<file path="src/rtl/diff_commit_queue.sv">
// In-order commit queue between WB and the difftest sink: takes up to two records per cycle and emits one per cycle.
// Optional perf counters are enabled by defining DIFF_COMMIT_QUEUE_PERF_EN.
module diff_commit_queue #(
  parameter int REC_W = 102,
  parameter int DEPTH = 8,
  parameter int PTR_W = 3
) (
  input  logic             clk,
  input  logic             rst_n,
  input  logic             flush_i,
  input  logic             line1_valid_i,
  input  logic [REC_W-1:0] line1_rec_i,
  input  logic             line2_valid_i,
  input  logic [REC_W-1:0] line2_rec_i,
  output logic             in_ready_o,
  output logic             out_valid_o,
  output logic [REC_W-1:0] out_rec_o,
  output logic [31:0]      out_seq_o,
  input  logic             out_ready_i,
  output logic [PTR_W:0]   count_o,
  output logic             overflow_o
`ifdef DIFF_COMMIT_QUEUE_PERF_EN
  ,
  output logic [31:0]      perf_commit_o,
  output logic [31:0]      perf_dual_o,
  output logic [31:0]      perf_stall_o
`endif
);

  localparam logic [PTR_W:0] DEPTH_C = (PTR_W+1)'(DEPTH);

  logic [REC_W-1:0] r_mem [DEPTH];
  logic [PTR_W-1:0] r_head;
  logic [PTR_W-1:0] r_tail;
  logic [PTR_W:0]   r_count;
  logic [31:0]      r_seq;
  logic             r_overflow;

  logic [PTR_W:0]   w_free;
  logic             w_any;
  logic             w_dual;
  logic             w_push_ok;
  logic             w_pop;
  logic [1:0]       w_npush;
  logic [PTR_W-1:0] w_tail1;

  // Ready depends only on registered occupancy so WB never sees a combinational path from the sink.
  assign w_free     = DEPTH_C - r_count;
  assign in_ready_o = (w_free >= (PTR_W+1)'(2));
  assign w_any      = line1_valid_i | line2_valid_i;
  assign w_dual     = line1_valid_i & line2_valid_i;
  assign w_push_ok  = in_ready_o & ~flush_i;
  assign w_pop      = (r_count != '0) & out_ready_i & ~flush_i;
  assign w_npush    = w_push_ok ? ({1'b0, line1_valid_i} + {1'b0, line2_valid_i}) : 2'd0;
  assign w_tail1    = r_tail + PTR_W'(1);

  always_ff @(posedge clk) begin
    if (w_push_ok) begin
      if (line1_valid_i) begin
        r_mem[r_tail] <= line1_rec_i;
        if (line2_valid_i) r_mem[w_tail1] <= line2_rec_i;
      end else if (line2_valid_i) begin
        r_mem[r_tail] <= line2_rec_i;
      end
    end
  end

  always_ff @(posedge clk or negedge rst_n) begin
    if (!rst_n) begin
      r_head     <= '0;
      r_tail     <= '0;
      r_count    <= '0;
      r_seq      <= '0;
      r_overflow <= 1'b0;
    end else begin
      if (w_any & ~in_ready_o) r_overflow <= 1'b1;
      // Flush keeps the sequence counter so trace numbering continues across pipeline clears.
      if (flush_i) begin
        r_head  <= '0;
        r_tail  <= '0;
        r_count <= '0;
      end else begin
        if (w_pop) begin
          r_head <= r_head + PTR_W'(1);
          r_seq  <= r_seq + 32'd1;
        end
        r_tail  <= r_tail + PTR_W'(w_npush);
        r_count <= r_count + (PTR_W+1)'(w_npush) - (PTR_W+1)'(w_pop);
      end
    end
  end

  assign out_valid_o = (r_count != '0);
  assign out_rec_o   = r_mem[r_head];
  assign out_seq_o   = r_seq;
  assign count_o     = r_count;
  assign overflow_o  = r_overflow;

`ifdef DIFF_COMMIT_QUEUE_PERF_EN
  logic [31:0] r_perf_commit;
  logic [31:0] r_perf_dual;
  logic [31:0] r_perf_stall;

  always_ff @(posedge clk or negedge rst_n) begin
    if (!rst_n) begin
      r_perf_commit <= '0;
      r_perf_dual   <= '0;
      r_perf_stall  <= '0;
    end else begin
      r_perf_commit <= r_perf_commit + 32'(w_npush);
      if (w_push_ok & w_dual) r_perf_dual <= r_perf_dual + 32'd1;
      if (~in_ready_o & w_any) r_perf_stall <= r_perf_stall + 32'd1;
    end
  end

  assign perf_commit_o = r_perf_commit;
  assign perf_dual_o   = r_perf_dual;
  assign perf_stall_o  = r_perf_stall;
`endif

endmodule

</file>
<file path="config.mk">
export PLATFORM = sky130hd
export DESIGN_NAME = diff_commit_queue
export DESIGN_NICKNAME = d
export VERILOG_FILES = /design/src/rtl/diff_commit_queue.sv
export SDC_FILE = /design/constraint.sdc
export NUM_CORES = 2
export LEC_CHECK = 0
export BUFFER_PORTS_ARGS = -buffer_cell sky130_fd_sc_hd__buf_2
export CELL_PAD_IN_SITES_DETAIL_PLACEMENT = 2
export CELL_PAD_IN_SITES_GLOBAL_PLACEMENT = 2
export CORE_MARGIN = 2
export CORE_UTILIZATION = 36
export CTS_BUF_LIST = sky130_fd_sc_hd__clkbuf_4
export DETAILED_ROUTE_END_ITERATION = 10
export HOLD_SLACK_MARGIN = 0.05
export MAX_ROUTING_LAYER = met4
export PLACE_DENSITY = 0.71
export SLEW_MARGIN = 20
export SYNTH_ARGS = -nofsm -noshare
export SYNTH_HDL_FRONTEND = slang
export SYNTH_SLANG_ARGS = --single-unit
</file>
<file path="constraint.sdc">
create_clock -name clk -period 8.2 [get_ports clk]
set_input_delay 1.23 -clock clk [delete_from_list [all_inputs] [get_ports clk]]
set_output_delay 1.23 -clock clk [all_outputs]
set_load 0.01 [all_outputs]
</file>
==> report_table.html <==
<table>
<tr><th>Metric</th><th>Value</th></tr>
<tr><th colspan="2">Status</th></tr>
<tr><td>Result of the run</td><td>finished, final reports clean</td></tr>
<tr><th colspan="2">Logic synthesis</th></tr>
<tr><td>Area of the mapped netlist</td><td>43400 um2</td></tr>
<tr><td>Number of standard cells after synthesis</td><td>about 2300</td></tr>
<tr><td>Number of warning messages in the yosys log</td><td>0</td></tr>
<tr><td>Syn_area_per_cell</td><td>around 19 um2</td></tr>
<tr><td>Synth unique cells</td><td>41</td></tr>
<tr><td>Async set-reset flop share out of synthesis</td><td>around 5%</td></tr>
<tr><td>Most common cell in the netlist</td><td>sky130_fd_sc_hd__edfxtp_1</td></tr>
<tr><td>Leading register cell type out of synthesis</td><td>sky130_fd_sc_hd__edfxtp_1</td></tr>
<tr><td>Synth top area share</td><td>roughly 56%</td></tr>
<tr><td>Sequential-to-total area share from yosys stat</td><td>between 50% and 60%</td></tr>
<tr><td>Cell types with the largest area share after synthesis</td><td>sky130_fd_sc_hd__edfxtp_1 (56%), sky130_fd_sc_hd__mux2_1 (17%), sky130_fd_sc_hd__mux4_2 (11%), sky130_fd_sc_hd__mux2_2 (7.2%), sky130_fd_sc_hd__dfrtp_1 (2.5%)</td></tr>
<tr><td>Number of enable flip-flop cells after synthesis</td><td>~800</td></tr>
<tr><td>Most numerous cell types in the synthesized netlist</td><td>sky130_fd_sc_hd__edfxtp_1 (816), sky130_fd_sc_hd__mux2_1 (640), sky130_fd_sc_hd__mux2_2 (279), sky130_fd_sc_hd__mux4_2 (204), sky130_fd_sc_hd__buf_8 (66)</td></tr>
<tr><td>Total of flip-flops plus latches after synthesis</td><td>approximately 860</td></tr>
<tr><td>Yosys top cell by area</td><td>sky130_fd_sc_hd__edfxtp_1</td></tr>
<tr><td>Total nets after synthesis</td><td>about 2600</td></tr>
<tr><th colspan="2">Setup path</th></tr>
<tr><td>Critical path type</td><td>reg2out</td></tr>
<tr><td>Endpoint of the lowest-slack register-to-register path</td><td>r_mem[6][38]</td></tr>
<tr><td>Top fanout value on the critical path</td><td>89</td></tr>
<tr><td>R2R cell count</td><td>8</td></tr>
<tr><td>Crit path arrival time</td><td>between 3 and 4 ns</td></tr>
<tr><td>Register-to-register path setup slack</td><td>about 4.4 ns</td></tr>
<tr><td>Required time of the critical path</td><td>between 6 and 7 ns</td></tr>
<tr><td>Kind of launch point of the worst setup path</td><td>register</td></tr>
<tr><td>Kind of end point of the critical path</td><td>output pin</td></tr>
<tr><td>Reg2Reg Launch Point</td><td>count_o[0]</td></tr>
<tr><th colspan="2">Power and ir drop</th></tr>
<tr><td>Internal</td><td>9.42 mW</td></tr>
<tr><td>IR drop worst, VDD</td><td>0.217 mV</td></tr>
<tr><td>Switch Pwr</td><td>approximately 4.4 mW</td></tr>
<tr><td>Logic pwr share</td><td>a little under a third</td></tr>
<tr><td>Power per cell area</td><td>~280 nW/um2</td></tr>
<tr><td>Relative contribution of the clock network to total power</td><td>between 20% and 30%</td></tr>
<tr><td>Sum of internal, switching and leakage power</td><td>13.8 mW</td></tr>
<tr><td>Sw Share</td><td>a little under a third</td></tr>
<tr><td>Share of total power in sequential cells</td><td>roughly two fifths</td></tr>
<tr><td>Static leakage power</td><td>around 17 nW</td></tr>
<tr><th colspan="2">Floorplanning</th></tr>
<tr><td>Number of core rows</td><td>~130</td></tr>
<tr><td>Starting density of the core</td><td>roughly 36%</td></tr>
<tr><td>Chip Height</td><td>351 um</td></tr>
<tr><td>Area of the die</td><td>roughly 120000 um2</td></tr>
<tr><td>X dimension of the die</td><td>around 350 um</td></tr>
<tr><td>Top-level I/O count</td><td>about 350</td></tr>
<tr><td>Core footprint</td><td>about 120000 um2</td></tr>
<tr><th colspan="2">Cells and area</th></tr>
<tr><td>Core occupancy in the finished layout</td><td>41.3%</td></tr>
<tr><td>Fin nets</td><td>between 3000 and 4000</td></tr>
<tr><td>Area grow syn2layout</td><td>13.9%</td></tr>
<tr><td>Post-Layout Cell Count</td><td>approximately 4700</td></tr>
<tr><td>Fraction of final layout cells sized beyond drive strength 1</td><td>42.8%</td></tr>
<tr><th colspan="2">Detailed routing</th></tr>
<tr><td>Post-detailed-route via-to-cell ratio</td><td>between 5 and 6</td></tr>
<tr><td>Total DRC errors in the routed layout</td><td>0</td></tr>
<tr><td>Drt initial violations</td><td>1445</td></tr>
<tr><td>Routed Wire Length</td><td>131 mm</td></tr>
<tr><td>Remaining antenna violation count after routing</td><td>0</td></tr>
<tr><td>Average detailed-routed wire length per instance</td><td>about 28 um</td></tr>
<tr><td>Total via count after detailed routing</td><td>between 20000 and 25000</td></tr>
<tr><td>DR pass1 iterations</td><td>5</td></tr>
<tr><th colspan="2">Clock tree</th></tr>
<tr><td>Clock insertion delay at the later pin of the skew report</td><td>between 1 and 1.5 ns</td></tr>
<tr><td>TritonCTS Sinks</td><td>859</td></tr>
<tr><td>PostCTS Resize Cnt</td><td>0</td></tr>
<tr><td>Clock tree from TritonCTS</td><td>yes</td></tr>
<tr><td>Clock Tree Root</td><td>sky130_fd_sc_hd__clkbuf_4</td></tr>
<tr><td>Clock buffer count from CTS</td><td>approximately 230</td></tr>
<tr><td>Clk pin slew, worst setup/hold paths</td><td>~0.070 ns</td></tr>
<tr><td>Maximum buffer depth of the clock tree</td><td>3</td></tr>
<tr><td>Number of buffers inserted for hold repair after clock tree synthesis</td><td>0</td></tr>
<tr><td>H-tree levels</td><td>4</td></tr>
<tr><td>Post-CTS setup buffer count</td><td>0</td></tr>
<tr><th colspan="2">Timing</th></tr>
<tr><td>Count of final setup violators</td><td>0</td></tr>
<tr><td>Worst slew slack as a fraction of its limit</td><td>between 20% and 30%</td></tr>
<tr><td>Final Critical Period</td><td>5.15 ns</td></tr>
<tr><td>Layout Skew</td><td>about 0.065 ns</td></tr>
<tr><td>Number of pins with negative max-slew slack in the final report</td><td>0</td></tr>
<tr><td>Final hold violation count</td><td>0</td></tr>
<tr><td>Slew at the pin closest to its max-slew limit</td><td>roughly 1.1 ns</td></tr>
<tr><td>Setup repair after global routing missed its margin</td><td>false</td></tr>
<tr><td>Part of the cycle the worst path needs</td><td>62.8%</td></tr>
<tr><td>Max frequency</td><td>just under 0.2 GHz</td></tr>
<tr><td>Final-layout setup total negative slack</td><td>0 ns</td></tr>
<tr><th colspan="2">Worst hold path</th></tr>
<tr><td>Depth of the worst hold-timing path</td><td>3</td></tr>
<tr><td>End of the worst hold path</td><td>r_head[1]</td></tr>
<tr><td>Path category of the worst min-delay check</td><td>in2reg</td></tr>
<tr><td>Launch point of the worst hold path</td><td>out_ready_i</td></tr>
<tr><th colspan="2">GRT</th></tr>
<tr><td>GR Util All Layers</td><td>22.1%</td></tr>
<tr><td>Number of global-route vias before repair</td><td>~29000</td></tr>
<tr><td>Wire length of the first global-routing pass</td><td>around 190 mm</td></tr>
<tr><td>Maximum number of pins on one net before global-route repair</td><td>about 140</td></tr>
<tr><td>Antenna violations before repair</td><td>between 70 and 80</td></tr>
<tr><td>Final global-route overflow total</td><td>0</td></tr>
<tr><th colspan="2">Placement</th></tr>
<tr><td>Post-detailed-placement half-perimeter wirelength</td><td>72.8 mm</td></tr>
<tr><td>PortBufs</td><td>between 300 and 400</td></tr>
<tr><td>DP Cell Count</td><td>around 4200</td></tr>
<tr><td>GP Congestion</td><td>~0.8</td></tr>
<tr><th colspan="2">Flow run</th></tr>
<tr><td>Number of maximum-capacitance violations</td><td>0</td></tr>
</table>
-- metrics by stage --
step,hold slack [ns],cell area (um2),setup slack (ns)
4_1_cts,0.111,49300,2.80
2_1_floorplan,0.507,43400,0.697
5_1_grt,0.280,49500,2.74
6_report,0.387,49500,3.05
3_3_place_gp,0.464,46200,3.55
3_5_place_dp,0.468,46200,3.50
-- registers in the layout (all words and copies together), names as in the netlist --
signal / count
count_o: 4
out_seq_o: 32
overflow_o: 1
r_head: 3
r_mem: 816
r_tail: 3
-- placed cells by master (no fill, tap or decap), drive strengths merged --
master       synthesis  routed
nand3               20      20
dlygate4sd3          0       1
diode                0      55
nand3b               1       1
clkinvlp             0       2
fa                   2       2
clkbuf              39     381
xnor2               27      27
o31ai                1       1
a21oi               18      18
nor2                18      18
nand2b               1       1
and3                 6       6
nand4               16      16
nor4                 3       3
mux4               204     204
xor2                12      12
and4                 3       3
inv                 15      16
clkinv               0      40
a21o                 1       1
bufinv               0       3
nor2b                6       6
nand2               18      18
o21bai               1       1
ha                  15      15
and2                 1       1
nor3                 3       3
buf                115     381
or4b                 2       2
or4                  1       1
mux2               919     919
nand4b               3       3
a21bo                1       1
edfxtp             816     816
dfrtp               43      43
-- kinds of logic (layout without fill, tap and decap cells) --
family,after synthesis,in the layout,synth area share [%]
buf+inv,169,824,3.62
compound gates,22,22,0.490
mux,1123,1123,34.4
xor+xnor,39,39,0.786
flops,859,859,58.9
simple gates,102,102,1.30
fa+ha+maj,17,17,0.524
other cells,0,55,0
-- worst max-delay path: stages, from the launching register on --
cell	delay, ns
sky130_fd_sc_hd__dfrtp_4	0.83
sky130_fd_sc_hd__buf_12	0.65
sky130_fd_sc_hd__mux4_2	0.60
sky130_fd_sc_hd__mux2_2	0.33
sky130_fd_sc_hd__buf_2	0.16
-- power groups by stage --
stage	registers (mW)	clock network (mW)	logic, mW
global route	5.59	4.41	4.48
detailed placement	5.66	0	4.26
floorplan	5.63	0	2.92
global placement	5.62	0	4.16
CTS	5.57	4.17	4.28
finish	5.56	4.04	4.18
-- worst max path at each step --
stage,startpoint,endpoint,slack (ns),cells past startpoint
2_1_floorplan,flush_i,r_mem[1][0],0.70,5
3_3_place_gp,line1_valid_i,r_mem[5][0],3.55,7
3_5_place_dp,line1_valid_i,r_mem[5][0],3.50,7
4_1_cts,r_head[0],out_rec_o[11],2.80,4
5_1_grt,r_head[0],out_rec_o[47],2.74,4
6_report,r_head[0],out_rec_o[42],3.05,4
-- cell type report --
type	instances	area [um2]
Fill cell	11474	70300
Sequential cell	859	25600
Multi-Input combinational cell	1303	16400
Clock buffer	381	2860
Timing Repair Buffer	382	2190
Tap cell	1612	2020
Clock inverter	46	263
Antenna cell	55	138
Inverter	15	56.3
-- layer usage --
metal	global-route usage, %	vias to the layer above	routed length [um]
met5	-	-	0
met2	35.4	660	63700
met4	7.38	0	2610
met3	7.41	202	9530
li1	-	10652	-
met1	26.1	12929	55200
Power figures use the tool's default switching activity.
